[src/rtl/dmem_arbiter.sv]
// dmem_arbiter: CPU-priority two-port arbiter for the shared data memory with streak limit and locked ext bursts
module dmem_arbiter #(
  parameter int ADDR_W     = 8,
  parameter int DATA_W     = 8,
  parameter int CPU_STREAK = 4,
  parameter int EXT_BURST  = 8
) (
  input  logic              clk,
  input  logic              reset,
  input  logic              cpu_req,
  input  logic              cpu_we,
  input  logic [ADDR_W-1:0] cpu_addr,
  input  logic [DATA_W-1:0] cpu_wdata,
  output logic              cpu_gnt,
  output logic [DATA_W-1:0] cpu_rdata,
  output logic              cpu_stall,
  input  logic              ext_req,
  input  logic              ext_lock,
  input  logic              ext_we,
  input  logic [ADDR_W-1:0] ext_addr,
  input  logic [DATA_W-1:0] ext_wdata,
  output logic              ext_gnt,
  output logic [DATA_W-1:0] ext_rdata,
  output logic [ADDR_W-1:0] mem_addr,
  output logic [DATA_W-1:0] mem_wdata,
  output logic              mem_we,
  input  logic [DATA_W-1:0] mem_rdata,
  output logic [1:0]        owner
);
  localparam int SW = $clog2(CPU_STREAK + 1);
  localparam int BW = $clog2(EXT_BURST + 1);
  localparam logic [SW-1:0] SMAX = SW'(CPU_STREAK);
  localparam logic [BW-1:0] BMAX = BW'(EXT_BURST);
  typedef enum logic [1:0] {OWN_NONE = 2'b00, OWN_CPU = 2'b01, OWN_EXT = 2'b10} owner_e;
  owner_e owner_q, owner_d;
  logic [SW-1:0] streak_q, streak_d;
  logic [BW-1:0] burst_q, burst_d;
  logic lock_hold;
  always_comb begin
    lock_hold = owner_q == OWN_EXT && ext_req && ext_lock && (burst_q < BMAX || !cpu_req);
    ext_gnt   = !reset && (lock_hold || (ext_req && (!cpu_req || streak_q == SMAX)));
    cpu_gnt   = !reset && !lock_hold && cpu_req && !(ext_req && streak_q == SMAX);
    cpu_stall = cpu_req && !cpu_gnt;
    owner_d   = cpu_gnt ? OWN_CPU : ext_gnt ? OWN_EXT : OWN_NONE;
    streak_d  = (cpu_gnt && ext_req) ? (streak_q == SMAX ? SMAX : streak_q + 1'b1) : '0;
    burst_d   = !ext_gnt ? '0 : owner_q != OWN_EXT ? BW'(1) : burst_q == BMAX ? BMAX : burst_q + 1'b1;
    mem_addr  = cpu_gnt ? cpu_addr : ext_gnt ? ext_addr : '0;
    mem_wdata = cpu_gnt ? cpu_wdata : ext_gnt ? ext_wdata : '0;
    mem_we    = (cpu_gnt && cpu_we) || (ext_gnt && ext_we);
    cpu_rdata = cpu_gnt ? mem_rdata : '0;
    ext_rdata = ext_gnt ? mem_rdata : '0;
    owner     = owner_q;
  end
  always_ff @(posedge clk) begin
    if (reset) begin
      owner_q  <= OWN_NONE;
      streak_q <= '0;
      burst_q  <= '0;
    end else begin
      owner_q  <= owner_d;
      streak_q <= streak_d;
      burst_q  <= burst_d;
    end
  end
endmodule

[config.mk]
export PLATFORM = sky130hd
export DESIGN_NAME = dmem_arbiter
export DESIGN_NICKNAME = d
export VERILOG_FILES = /design/src/rtl/dmem_arbiter.sv
export SDC_FILE = /design/constraint.sdc
export NUM_CORES = 1
export LEC_CHECK = 0
export ABC_AREA = 1
export CORE_MARGIN = 1
export CORE_UTILIZATION = 32
export CTS_CLUSTER_DIAMETER = 120
export DETAILED_ROUTE_END_ITERATION = 10
export GPL_TIMING_DRIVEN = 1
export PLACE_DENSITY = 0.86
export SYNTH_ARGS = -nofsm -noshare
export SYNTH_HDL_FRONTEND = slang
export SYNTH_SLANG_ARGS = --single-unit
[constraint.sdc]
create_clock -name clk -period 2.7 [get_ports clk]
set_input_delay 0.54 -clock clk [delete_from_list [all_inputs] [get_ports clk]]
set_output_delay 0.54 -clock clk [all_outputs]
set_load 0.01 [all_outputs]
==> flow_summary_export.csv <==
group,metric,value,unit
status,status,"finished, final reports clean",
setup_path,rrSetupSlack,1.38,ns
worst_hold_path,min_from,"streak_q[0]",
die,start_util,34.8,%
final_layout,fillCellCount,216,
die,core-area,2570,um2
sta,period_share,96.3,%
detailed_routing,drc,0,
sta,worst_pin_slew,0.193,ns
clocking,clock_latency,0.25,ns
final_layout,final_core_util,72.6,%
final_layout,fin_area,1860,um2
logic_synthesis,syn_avg_cell_area,6.16,um2
setup_path,critPathArrivalTime,2.06,ns
logic_synthesis,postSynthCellCount,145,
detailed_routing,wirelength,2840,um
detailed_routing,drtIter0Drc,1,
sta,maxClockFrequency,0.385,GHz
setup_path,path_class,"input port to output port",
global_routing,grt_pass1_wl,3880,um
setup_path,reg2reg_depth,8,
sta,maxSlewHeadroom,87.1,%
detailed_routing,vias_per_cell,4.55,
logic_synthesis,ys_ff_latch,9,
detailed_routing,drt-pass1-iter-count,4,
final_layout,register_area,180,um2
clocking,ctsHtreeMaxLevel,1,
sta,slew_viol_final,0,
die,io-pin-count,85,
clocking,path_clk_slew,0.06,ns
global_routing,grt_max_degree,19,
setup_path,rr_startpoint,"streak_q[0]",
die,rows,18,
place,place_area,1780,um2
setup_path,worstSetupStartpointType,"input port",
logic_synthesis,ys_warn_count,0,
logic_synthesis,yosysSeqAreaShare,20.2,%
logic_synthesis,synthesis.area,893,um2
worst_hold_path,hold_depth,1,
global_routing,grt_pass1_vias,1013,
worst_hold_path,hold_class,"flop to flop",
logic_synthesis,syn-num-nets,196,
setup_path,crit_required,2.16,ns
global_routing,grtUsageTotal,17.7,%
pwr,vdd_ir_drop_max,0.000196,V
place,numPortBuffers,84,
clocking,cts_hold_buf,0,
clocking,cts_made_buffers,3,
logic_synthesis,yosysUniqueCellTypes,20,
clocking,cts_sinks,9,
sta,setup_viol,0,
global_routing,overflow,0,
detailed_routing,vias,1202,
place,place.gp.congestion,0.677,
sta,fin_crit,2.60,ns
setup_path,critical_path_peak_fanout,10,
clocking,clockRootBuffer,"clkbuf_4",
sta,rsz0062_at_grt,"no",
clocking,tritoncts,"done",
final_layout,multiInputGateArea,534,um2
detailed_routing,ant_nets,0,
sta,hold_viol,0,
worst_hold_path,hold_end,"streak_q[0]",
pwr,leakage,1.21,nW
die,die-area,3010,um2
sta,hold_ws,0.447,ns
place,dp_hpwl,2220,um
setup_path,regToRegEndpoint,"streak_q[1]",
die,die_y,54.8,um
final_layout,n_antenna_cell,0,
final_layout,area_growth,109,%
setup_path,endpoint_kind,"output port",
final_layout,final_nets,286,
global_routing,antenna_found_initial,0,
run,drv_cap,0,
sta,finClkSkew,0.00376,ns
die,die_w,54.8,um
clocking,max-clock-path-buffers,2,
detailed_routing,wl_per_cell,10.7,um
final_layout,drive_above_1_share,7.69,%
pwr,power_density,239,nW/um2
how the worst max path moves through the flow:
stage                         to  depth (start not counted)   startpoint  slack (ns)
finish              cpu_rdata[1]                          8        reset        0.10
global route        cpu_rdata[5]                          8        reset        0.02
CTS                       mem_we                          9     ext_lock       0.004
detailed placement  ext_rdata[7]                          9      ext_req       -0.15
global placement    ext_rdata[5]                          9      ext_req       -0.07
floorplan            mem_addr[0]                          8  streak_q[0]        0.92
area by class of cell:
type,instances,area share (%)
Tap cell,30,2.01
Sequential cell,9,9.66
Clock buffer,4,1.41
Timing Repair Buffer,93,53.4
Multi-Input combinational cell,104,28.7
Inverter,24,4.83
placed cells by master, fill, tap and decap left out:
| cell type | synthesis | routed |
|---|---|---|
| nor2_4 | 1 | 1 |
| dfxtp_1 | 9 | 9 |
| buf_6 | 1 | 1 |
| nand2_4 | 0 | 1 |
| nor2_1 | 28 | 28 |
| dlygate4sd2_1 | 0 | 13 |
| nand3_1 | 39 | 39 |
| buf_12 | 1 | 4 |
| clkdlybuf4s50_1 | 0 | 51 |
| nand3_2 | 2 | 2 |
| ha_1 | 4 | 4 |
| nand2_8 | 1 | 1 |
| xnor2_1 | 1 | 1 |
| clkbuf_1 | 0 | 1 |
| inv_1 | 23 | 23 |
| xor2_1 | 2 | 2 |
| nand2_1 | 24 | 24 |
| buf_4 | 2 | 4 |
| clkbuf_4 | 0 | 3 |
| inv_2 | 1 | 1 |
| a21oi_1 | 1 | 1 |
| dlymetal6s2s_1 | 0 | 20 |
power by group:
part / leakage (nW) / internal, W / switching, W
clock network: 0.0150 / 0.0000568 / 0.0000450
registers: 0.0732 / 0.000136 / 0.00000243
logic: 1.12 / 0.000127 / 0.0000788
per-stage QoR:
step,TNS [ns],cells,total power (W),setup slack [ns]
floorplan,0,145,0.000218,0.925
global placement,-0.998,259,0.000353,-0.0724
detailed placement,-2.34,259,0.000355,-0.147
CTS,0,264,0.000458,0.00418
global route,0,264,0.000478,0.0183
finish,0,264,0.000446,0.100
state kept, by name, indices dropped and copies added, names as in the netlist:
name	count
owner	2
burst_q	4
streak_q	3
per-layer routing:
metal	global-route usage, %	up-vias	wire (um)
li1	-	625	-
met1	17.4	507	1110
met2	32.9	68	1220
met3	7.50	2	493
met4	5.13	0	13
met5	0	-	0
synth_stat cells:
cell type	n	share of area (%)
nand3_2	2	2.2
xor2_1	2	2.0
nand2_8	1	2.2
ha_1	4	5.6
xnor2_1	1	0.98
nand3_1	39	22
nand2_1	24	10
inv_1	23	9.7
nor2_4	1	1.3
nand2_2	1	0.70
buf_4	2	1.7
nor2_1	28	12
dfxtp_1	9	20
inv_2	1	0.42
clkbuf_8	2	3.1
buf_12	1	2.2
buf_8	1	1.7
buf_2	1	0.56
a21oi_1	1	0.56
buf_6	1	1.3
what timing repair did:
item	in CTS	in global routing
endpoints found under the setup margin	27	20
setup buffers	1	0
gates resized for setup	14	21
pin swaps	0	0
endpoints found under the hold margin	0	0
worst max-delay path, stage by stage:
cell             delay (ns)
clkdlybuf4s50_1        0.39
inv_1                  0.10
nand3_1                0.10
inv_2                  0.12
buf_12                 0.12
nand2_8                0.06
nor2_1                 0.08
clkdlybuf4s50_1        0.54
kinds of logic (layout without fill, tap and decap cells):
group | after synthesis | after routing | share of synthesized area (%)
adder cells (fa/ha/maj) | 4 | 4 | 5.60
AND/OR/NAND/NOR | 96 | 96 | 50.1
buffers and inverters | 32 | 121 | 20.6
XOR/XNOR | 3 | 3 | 2.94
flip-flops | 9 | 9 | 20.2
AO/OA/AOI/OAI | 1 | 1 | 0.560
Note: power is estimated with default switching activity, not from simulation.
